File: src/rtl/router_pkg.sv
// Shared constants and helpers for the 1x3 router synchronizer slice.
package router_pkg;

  localparam int unsigned NUM_PORTS   = 3;
  localparam int unsigned ADDR_W      = 2;
  localparam logic [ADDR_W-1:0] ADDR_INVALID = 2'b11;

  // Default stall budget and matching counter width for the per-port timers
  localparam int unsigned TIMEOUT_DEF = 30;
  localparam int unsigned CNT_W_DEF   = 5;

  // One-hot decode of a destination address; invalid address yields all-zero
  function automatic logic [NUM_PORTS-1:0] addr_onehot(input logic [ADDR_W-1:0] addr,
                                                       input logic             en);
    logic [NUM_PORTS-1:0] oh;
    oh = '0;
    if (en) begin
      case (addr)
        2'b00:   oh = 3'b001;
        2'b01:   oh = 3'b010;
        2'b10:   oh = 3'b100;
        default: oh = '0;
      endcase
    end
    return oh;
  endfunction

endpackage

File: src/rtl/router_sync_timer.sv
// Per-port stall timer: pulses soft_reset for one cycle after TIMEOUT
// consecutive cycles in which data is valid but the destination is not reading.
module router_sync_timer
  import router_pkg::*;
#(
  parameter int unsigned TIMEOUT = TIMEOUT_DEF,
  parameter int unsigned CNT_W   = CNT_W_DEF
) (
  input  logic clock,
  input  logic resetn,
  input  logic vld,
  input  logic rd,
  output logic soft_reset
);

  logic [CNT_W-1:0] cnt;
  logic             stall;

  assign stall = vld & ~rd;

  // Count consecutive stall cycles; fire and restart on the TIMEOUT-th one
  always_ff @(posedge clock) begin
    if (!resetn) begin
      cnt        <= '0;
      soft_reset <= 1'b0;
    end else if (!stall) begin
      cnt        <= '0;
      soft_reset <= 1'b0;
    end else if (cnt == CNT_W'(TIMEOUT - 1)) begin
      cnt        <= '0;
      soft_reset <= 1'b1;
    end else begin
      cnt        <= cnt + CNT_W'(1);
      soft_reset <= 1'b0;
    end
  end

endmodule

File: src/rtl/router_sync.sv
// Steering stage between the router input FSM and the three output FIFOs:
// latches the header address, routes the write strobe, returns the addressed
// FIFO's full flag, and flushes FIFOs whose destination stops reading.
// Optional: define ROUTER_SYNC_DROP_CNT_EN to add drop_cnt, a saturating count
// of bytes written while the address is invalid.
module router_sync
  import router_pkg::*;
#(
  parameter int unsigned TIMEOUT = TIMEOUT_DEF,
  parameter int unsigned CNT_W   = CNT_W_DEF
) (
  input  logic        clock,
  input  logic        resetn,
  input  logic        detect_add,
  input  logic [1:0]  data_in,
  input  logic        write_enb_reg,
  input  logic        read_enb_0,
  input  logic        read_enb_1,
  input  logic        read_enb_2,
  input  logic        empty_0,
  input  logic        empty_1,
  input  logic        empty_2,
  input  logic        full_0,
  input  logic        full_1,
  input  logic        full_2,
  output logic [2:0]  write_enb,
  output logic        fifo_full,
  output logic        vld_out_0,
  output logic        vld_out_1,
  output logic        vld_out_2,
  output logic        soft_reset_0,
  output logic        soft_reset_1,
  output logic        soft_reset_2
`ifdef ROUTER_SYNC_DROP_CNT_EN
  ,
  output logic [7:0]  drop_cnt
`endif
);

  logic [ADDR_W-1:0]    addr;
  logic [NUM_PORTS-1:0] vld;
  logic [NUM_PORTS-1:0] rd;
  logic [NUM_PORTS-1:0] srst;

  // Destination address, held for the whole packet until the next header
  always_ff @(posedge clock) begin
    if (!resetn) begin
      addr <= ADDR_INVALID;
    end else if (detect_add) begin
      addr <= data_in;
    end
  end

  // Write steering decodes the registered address, so a header cycle still
  // uses the previous packet's destination
  always_comb begin
    write_enb = addr_onehot(addr, write_enb_reg);
  end

  // Full flag of the addressed FIFO; invalid address never reports full
  always_comb begin
    fifo_full = 1'b0;
    case (addr)
      2'b00:   fifo_full = full_0;
      2'b01:   fifo_full = full_1;
      2'b10:   fifo_full = full_2;
      default: fifo_full = 1'b0;
    endcase
  end

  assign vld       = {~empty_2, ~empty_1, ~empty_0};
  assign rd        = {read_enb_2, read_enb_1, read_enb_0};
  assign vld_out_0 = vld[0];
  assign vld_out_1 = vld[1];
  assign vld_out_2 = vld[2];

  genvar gi;
  generate
    for (gi = 0; gi < NUM_PORTS; gi++) begin : g_timer
      router_sync_timer #(
        .TIMEOUT (TIMEOUT),
        .CNT_W   (CNT_W)
      ) u_timer (
        .clock      (clock),
        .resetn     (resetn),
        .vld        (vld[gi]),
        .rd         (rd[gi]),
        .soft_reset (srst[gi])
      );
    end
  endgenerate

  assign soft_reset_0 = srst[0];
  assign soft_reset_1 = srst[1];
  assign soft_reset_2 = srst[2];

`ifdef ROUTER_SYNC_DROP_CNT_EN
  // Count bytes discarded because the header named no real port
  always_ff @(posedge clock) begin
    if (!resetn) begin
      drop_cnt <= '0;
    end else if (write_enb_reg && (addr == ADDR_INVALID) && (drop_cnt != 8'hFF)) begin
      drop_cnt <= drop_cnt + 8'd1;
    end
  end
`endif

endmodule

File: config.mk
export PLATFORM = sky130hd
export DESIGN_NAME = router_sync
export DESIGN_NICKNAME = d
export VERILOG_FILES = /design/src/rtl/router_pkg.sv /design/src/rtl/router_sync_timer.sv /design/src/rtl/router_sync.sv
export SDC_FILE = /design/constraint.sdc
export NUM_CORES = 1
export LEC_CHECK = 0
export CORE_ASPECT_RATIO = 1.25
export CORE_MARGIN = 2
export CORE_UTILIZATION = 44
export DETAILED_ROUTE_END_ITERATION = 16
export GPL_TIMING_DRIVEN = 0
export PLACE_DENSITY = 0.88
export SYNTH_ARGS = -nofsm -noshare
export SYNTH_HDL_FRONTEND = slang
export SYNTH_HIERARCHICAL = 1
export SYNTH_SLANG_ARGS = --single-unit
File: constraint.sdc
create_clock -name clock -period 1.3 [get_ports clock]
set_input_delay 0.13 -clock clock [delete_from_list [all_inputs] [get_ports clock]]
set_output_delay 0.13 -clock clock [all_outputs]
set_load 0.1 [all_outputs]
* Word-level counts from Yosys, hierarchy flattened *
Cells that the tools add are included.
Widths: inputs -> output; s select.

operators by class
  equality and inequality tests = 5
  bitwise gates (word level) = 13
  add/sub/neg operators = 3
  mux-type cells = 6
  reduce and logical (&&, ||, !) cells = 7

operators with widths
  kind                 count
  $add 5x1->5 const B  3
  $eq 5x5->1 const B   3
  $not 1->1            10
  $pmux 3 s3           1
  $reduce_or 3->1      3
  $reduce_and 2->1     3
  $and 1x1->1          3
  $mux 1               3
  $mux 3               1
  $pmux 1 s3           1
  $eq 2x1->1 const B   1
  $eq 2x2->1 const B   1
  $logic_not 2->1      1

storage, ports and cells
  register bits = 20
  logic and storage cells = 41

* Longest topological paths before layout *
Gate-level depths: netlist (run 1).

  word-level depth = 4
  mapped depth = 5
  mapped depth without buffers = 5

* By module *
Netlist (run 1), hierarchy kept.

modules (own cells, without submodules)
  module             area each (µm²)  instances  cells each
  router_sync_timer  230.2            3          23
  router_sync        128.9            1          15

* Worst setup path after synthesis (run 1) *
Ideal clock, no wire load.

  path kind = reg2out
  start point = register addr[1]
  end point = output write_enb[0]
  slack = -1.376 ns
  cell stages (with the launch flop) = 2
  data required time = 1.170 ns
  arrival time = 2.546 ns
  path through = dfxtp_1 > nor3b_1

on the way
  word-level cells in the longest chain between the ends = 3
  elaborated cells on any way between the ends = 5
  those cells by class = eq/ne: 2; mux: 2; reduce/logical: 1

ends and longest elaborated chain
  item                                line               text
  start, declared                     router_sync.sv:40  logic [ADDR_W-1:0] addr;
  start signal, assigned              router_sync.sv:50  addr <= data_in;
  $eq 2x2->1 (tied with other cells)  router_pkg.sv:18   case (addr)
  $pmux 3 s3 *                        router_pkg.sv:18
  $mux 3 *                            router_pkg.sv:17   if (en) begin
  end, declared                       router_sync.sv:26  output logic [2:0] write_enb,

Every way passes the cells marked *; elsewhere a longest branch is shown, timed or not.

* Worst setup path after layout (run 1) *
  start point = register addr[0]
  end point = output fifo_full

on the way
  word-level cells in the longest chain between the ends = 2
  elaborated cells on any way between the ends = 4
  those cells by class = eq/ne: 2; mux: 1; reduce/logical: 1

ends and longest elaborated chain
  item                                line               text
  $eq 2x2->1 (tied with other cells)  router_sync.sv:63  case (addr)
  $pmux 1 s3 *                        router_sync.sv:63
  end, declared                       router_sync.sv:27  output logic fifo_full,

Marks and branches as above.

==> results of run 1 <==
-- synthesized netlist by cell type --
library cell,count
nand3b_1,1
nor2_1,15
nor3b_1,1
nand3_1,6
mux2i_1,3
ha_1,6
or3b_4,3
xnor2_1,3
xor2_1,6
inv_1,6
nand2_1,5
nor3_1,3
dfxtp_1,20
o21ai_1,1
and3b_2,2
nand4_1,3
-- power by group --
group | leakage [nW] | switching [W] | internal (W)
registers | 0.165 | 0.0000145 | 0.000621
clock network | 0.0138 | 0.000162 | 0.000108
logic | 0.299 | 0.000118 | 0.0000873
total | 0.477 | 0.000294 | 0.000816
-- worst min-delay path by stage --
stage / startpoint / to / slack [ns] / cells past startpoint
2_1_floorplan: resetn / addr[0] / 0.19 / 1
3_3_place_gp: g_timer[0].u_timer/cnt[0] / g_timer[0].u_timer/cnt[0] / 0.44 / 1
3_5_place_dp: g_timer[2].u_timer/cnt[0] / g_timer[2].u_timer/cnt[0] / 0.46 / 1
4_1_cts: read_enb_2 / g_timer[2].u_timer/soft_reset / 0.40 / 2
5_1_grt: read_enb_2 / g_timer[2].u_timer/soft_reset / 0.42 / 2
6_report: read_enb_0 / g_timer[0].u_timer/soft_reset / 0.41 / 2
-- routing by layer --
metal  wire [um]  GRT usage, %  vias to the layer above
met5           0             0                        -
met4          23          10.9                        0
met3         106          2.07                        4
met2        1030          29.5                       33
met1         668          18.3                      308
li1            -             -                      341
-- metrics by stage --
stage,instances,cell area (um^2)
final,134,1230
after CTS,130,1140
after global routing,134,1230
after detailed placement,127,1120
after floorplan,84,853
after global placement,127,1120
-- worst max-delay path, cell delays in order, from the launching register on --
cell,delay (ns)
dfxtp_4,0.39
mux2i_4,0.19
o21ai_4,0.14
buf_12,0.19
-- cells by family after synthesis --
logic type                 after synthesis  share of synthesized area [%]
AOI/OAI and AO/OA                        1                          0.610
xor gates and xnor gates                 9                           9.62
adders and majority gates                6                           9.16
buffers and inverters                    6                           2.75
DFF                                     20                           48.9
muxes                                    3                           3.66
and+or+nand+nor                         39                           25.3
-- final cells by class --
| class | instances | area, um^2 | share of cell area, % |
|---|---|---|---|
| multi-input combinational | 58 | 452 | 36.8 |
| tap | 19 | 23.8 | 1.94 |
| timing repair buffer | 28 | 280 | 22.8 |
| inverter | 6 | 33.8 | 2.75 |
| sequential | 20 | 415 | 33.8 |
| clock buffer | 3 | 22.5 | 1.83 |
-- sequential cells by signal, indices dropped and copies added, names as in the netlist --
register                    count
g_timer.u_timer/soft_reset      3
g_timer.u_timer/cnt            15
addr                            2
-- repair_timing --
item,4_1_cts,5_1_grt
gates cloned,0,0
setup buffers,0,4
endpoints found under the setup margin,11,22
pin swaps,0,4
gates resized for setup,58,28
hold buffers,0,0
==> reports/results.txt, run 1 <==
Pleak: 0.477 nW
Final GP Congestion: 0.707
HPWL Detailed: 1230 um
Pre-CTS setup slack: -0.800 ns
Critical R2R Capture: g_timer[1].u_timer/cnt[4]
Syn_area_per_cell: 9.76 um^2
Final Slew Violations: 0
Failing checks: negative setup slack
CP arrival: 1.20 ns
Clock Pin Slew Worst Setup and Hold Paths: 0.10 ns
Crit Path Max Fanout: 6
First-pass GRT wire length: 2730 um
Total grt overflow: 0
Routed Antenna Nets: 0
Final number of setup-violating endpoints: 1
R2R cell count: 5
Total length of routed wires: 1830 um
Fraction of layout cells with a size suffix above 1: 38.3%
Tcrit/Tclk final: 102%
FF+latch count, synth: 20
Status: finished, violations left
Number of iterations in the first detailed-routing pass: 4
Core ar.: 1770 um^2
DRC violations left: 0
# clock sinks: 20
Top cell type by total area after synthesis: dfxtp_1
Fin nets: 138
Final Skew: 0.00463 ns
Most common cell after layout, fill and taps aside: clkdlybuf4s50_1
Power Density: 904 nW/um^2
Die height: 52.3 um
Total Power: 0.00111 W
Fmax: 0.754 GHz
Die width: 42.6 um
Worst Hold Class: primary input to flop
Antenna violations before repair: 0
Unrepaired setup endpoints after global routing: yes
Starting DRT DRC Count: 7
CTS tree: done
Top post-synthesis cells by area: dfxtp_1 (49%), ha_1 (9.2%), nor2_1 (6.9%)
Final worst path period need: 1.33 ns
Setup TNS: -0.0269 ns
Layout filler cell count: 115
Cells after synthesis: 84
Inserted Clock Buffers: 3
Htree depth: 1
WP data required: 1.17 ns
Peak VDD IR: 617 uV
Register area share after synthesis: 48.9%
CTS Root Cell: clkbuf_4
Most frequent cells in the layout: clkdlybuf4s50_1 (14), dfxtp_1 (12), nor2_2 (8), nor2_1 (7)
Slew headroom: 67.5%
Reg2reg start: g_timer[1].u_timer/cnt[1]
Vias in the first global route: 656
Clk_lat worst skew: 0.29 ns
Worst Tran Pin Value: 0.491 ns
Synth Cell Area: 820 um^2
Max-cap viol count: 0
Initial core utilization: 46.4%
Full die area: 2230 um^2
I/O Pins: 25
CTS Buffer Depth: 2
Synth-to-Final Area Change: 49.8%
Syn Nets: 105
Worst setup path endpoint: fifo_full
Vias/cell: 5.12
I/O Buffers: 24
GRT Resource Usage Total: 16.5%
Final Hold Violating Endpoints: 0
Crit. Startpoint: addr[0]
FP Rows: 17
Post-synth top area share: 48.9%
Netlist cell types: 16
Flop-to-flop setup slack: 0.02 ns
Setup ws final: -0.0269 ns
Wire per inst: 13.6 um
Critical path type: flop to output pin
Final design utilization: 69.5%
Largest net degree at the start of global routing: 11
Critical path startpoint category: flop
WHS: 0.414 ns
CP endpoint kind: output pin
Syn. warnings: 6
# diodes: 0
Routed vias: 686
(Power assumes the default switching activity.)
==> inputs of run 2 (changes only) <==
--- a/config.mk
+++ b/config.mk
@@ -11,6 +11,7 @@
 export DETAILED_ROUTE_END_ITERATION = 16
 export GPL_TIMING_DRIVEN = 0
 export PLACE_DENSITY = 0.88
+export SKIP_CTS_REPAIR_TIMING = 1
 export SYNTH_ARGS = -nofsm -noshare
 export SYNTH_HDL_FRONTEND = slang
 export SYNTH_HIERARCHICAL = 1
==> run 2 against run 1 <==
Compared with the run above: largest power group unchanged; the run still ends with negative setup slack left; sequential share of layout area rose by 0.71 points; register-to-register slack about the same; total power fell by 0.98%; critical path depth unchanged; design area fell by 2.7%.
==> reports/results.txt, run 2 (synthesis results as in run 1) <==
Total grt overflow: 0 (unchanged)
Most frequent cells in the layout: clkdlybuf4s50_1 (14), dfxtp_1 (12), nor2_2 (8), dfxtp_2 (7), nor2_1 (7)
Final Hold Violating Endpoints: 0 (unchanged)
I/O Pins: 25 (unchanged)
Core ar.: 1770 um^2 (unchanged)
Fmax: 0.710 GHz (-5.8%)
Post-Layout Cell Count: 134 (unchanged)
Fraction of layout cells with a size suffix above 1: 38.3% (unchanged)
Fin nets: 138 (unchanged)
Pleak: 0.468 nW (-2.0%)
I/O Buffers: 24 (unchanged)
WHS: 0.425 ns (+0.0112 ns)
Max incr delay on CP: 0.42 ns (+0.03 ns)
WP data required: 1.17 ns (about the same)
Top Registers: g_timer.u_timer/cnt: 15 flops, g_timer.u_timer/soft_reset: 3 flops, addr: 2 flops
Flop-to-flop setup slack: 0.03 ns (about the same)
Crit Path Max Fanout: 6 (unchanged)
CP max-delay cell: dfxtp_2
Largest register FFs: 15 (unchanged)
Setup ws final: -0.108 ns (-0.0811 ns)
Net Sw Frac: 26.6% (+0.12 points)
Switch Pwr: 0.000293 W (-0.52%)
CP arrival: 1.28 ns (+0.08 ns)
Final Slew Violations: 0 (unchanged)
Clk pwr share: 24.7% (+0.4 points)
Status: finished, violations left
Tcrit/Tclk final: 108% (+6.2 points)
Synth-to-Final Area Change: 45.8%
Initial core utilization: 46.4% (unchanged)
CP endpoint kind: output pin
Clock Pin Slew Worst Setup and Hold Paths: 0.10 ns (about the same)
Combinational power share: 17.5% (-1.0 points)
HPWL Detailed: 1230 um (unchanged)
Starting DRT DRC Count: 5 (-2)
Internal: 0.000806 W (-1.1%)
GRT Resource Usage Total: 16.4% (-0.16 points)
Largest net degree at the start of global routing: 11 (unchanged)
DRC violations left: 0 (unchanged)
Vias/cell: 5.16 (+0.87%)
CTS Buffer Depth: 2 (unchanged)
Critical path startpoint category: flop
Biggest register: g_timer.u_timer/cnt
FP Rows: 17 (unchanged)
Wire per inst: 13.2 um (-2.8%)
Routed Antenna Nets: 0 (unchanged)
Peak VDD IR: 616 uV (-0.18%)
# clock sinks: 20 (unchanged)
Slew headroom: 63.6% (-3.9 points)
Finished layout cell area: 1190 um^2 (-2.7%)
Die width: 42.6 um (unchanged)
Failing checks: negative setup slack
Dpl cell area: 1120 um^2 (unchanged)
Final GP Congestion: 0.707 (unchanged)
Full die area: 2230 um^2 (unchanged)
Max-cap viol count: 0 (unchanged)
CTS tree: done
Total length of routed wires: 1780 um (-2.8%)
Routed vias: 692 (+0.87%)
Final worst path period need: 1.41 ns (+0.0811 ns)
Inserted Clock Buffers: 3 (unchanged)
First-pass GRT wire length: 2700 um (-1.0%)
Power Density: 920 nW/um^2 (+1.7%)
CP delay by family, top: flip-flops
CTS Root Cell: clkbuf_4
Sequential Power Share: 57.8% (+0.6 points)
Clk_lat worst skew: 0.29 ns (about the same)
Worst Tran Pin Value: 0.548 ns (+0.0573 ns)
Critical path type: flop to output pin
Die height: 52.3 um (unchanged)
Unrepaired setup endpoints after global routing: yes
Vias in the first global route: 661 (+0.76%)
Number of iterations in the first detailed-routing pass: 4 (unchanged)
# diodes: 0 (unchanged)
Most common cell after layout, fill and taps aside: clkdlybuf4s50_1
Htree depth: 1 (unchanged)
Worst-path cell chain: mux2i_2 -> o21ai_4 -> buf_4
Worst Hold Class: primary input to flop
Final number of setup-violating endpoints: 1 (unchanged)
Final Skew: 0.00449 ns (-0.000144 ns)
Antenna violations before repair: 0 (unchanged)
Crit path buf inv count: 1 (unchanged)
Placed Instances: 127 (unchanged)
## run 2: cell types whose count changed in the layout (fill, tap and decap cells not counted), sizes merged
cell,delta
buf,-6
clkbuf,+6
## run 2: layer usage
metal,track usage (%),wire (um)
met1,17.8,678
met2,29.5,975
met3,2.07,90
met4,10.9,31
met5,0,0
## run 2: power groups by stage
stage / sequential [W] / combinational [W] / clock [W]
2_1_floorplan: 0.000646 / 0.000112 / 0
3_3_place_gp: 0.000647 / 0.000181 / 0
3_5_place_dp: 0.000648 / 0.000186 / 0
4_1_cts: 0.000634 / 0.000186 / 0.000285
5_1_grt: 0.000638 / 0.000201 / 0.000314
6_report: 0.000635 / 0.000192 / 0.000272
## run 2: path summary, 6_finish.rpt
kind / from / endpoint / cells after the start
setup reg to reg: g_timer[1].u_timer/cnt[1] / g_timer[1].u_timer/cnt[4] / 5
hold / removal: read_enb_2 / g_timer[2].u_timer/soft_reset / 2
setup / recovery: addr[0] / fifo_full / 3
hold reg to reg: g_timer[0].u_timer/cnt[0] / g_timer[0].u_timer/cnt[0] / 1
## run 2: final cells by class
type,instances,area [um^2]
Inverter,6,33.8
Fill cell,130,571
Sequential cell,20,413
Multi-Input combinational cell,58,443
Clock buffer,3,22.5
Tap cell,19,23.8
Timing Repair Buffer,28,259
## run 2: stage by stage
| step | power [W] | worst slack (ns) | util (%) | TNS, ns |
|---|---|---|---|---|
| final | 0.00110 | -0.108 | 67.7 | -0.108 |
| after global routing | 0.00115 | -0.183 | 67.7 | -0.292 |
| after CTS | 0.00111 | -1.04 | 64.6 | -7.48 |
| after detailed placement | 0.000834 | -0.800 | 63.3 | -6.85 |
| after global placement | 0.000829 | -0.769 | 63.3 | -6.59 |
| after floorplan | 0.000757 | -0.0659 | - | -0.0659 |
## run 2: worst reg2reg max path, stage by stage, from the launching register on
cell	delay [ns]
dfxtp_2	0.35
inv_1	0.04
ha_1	0.18
nand4_1	0.09
or3b_4	0.43
nor2_1	0.12
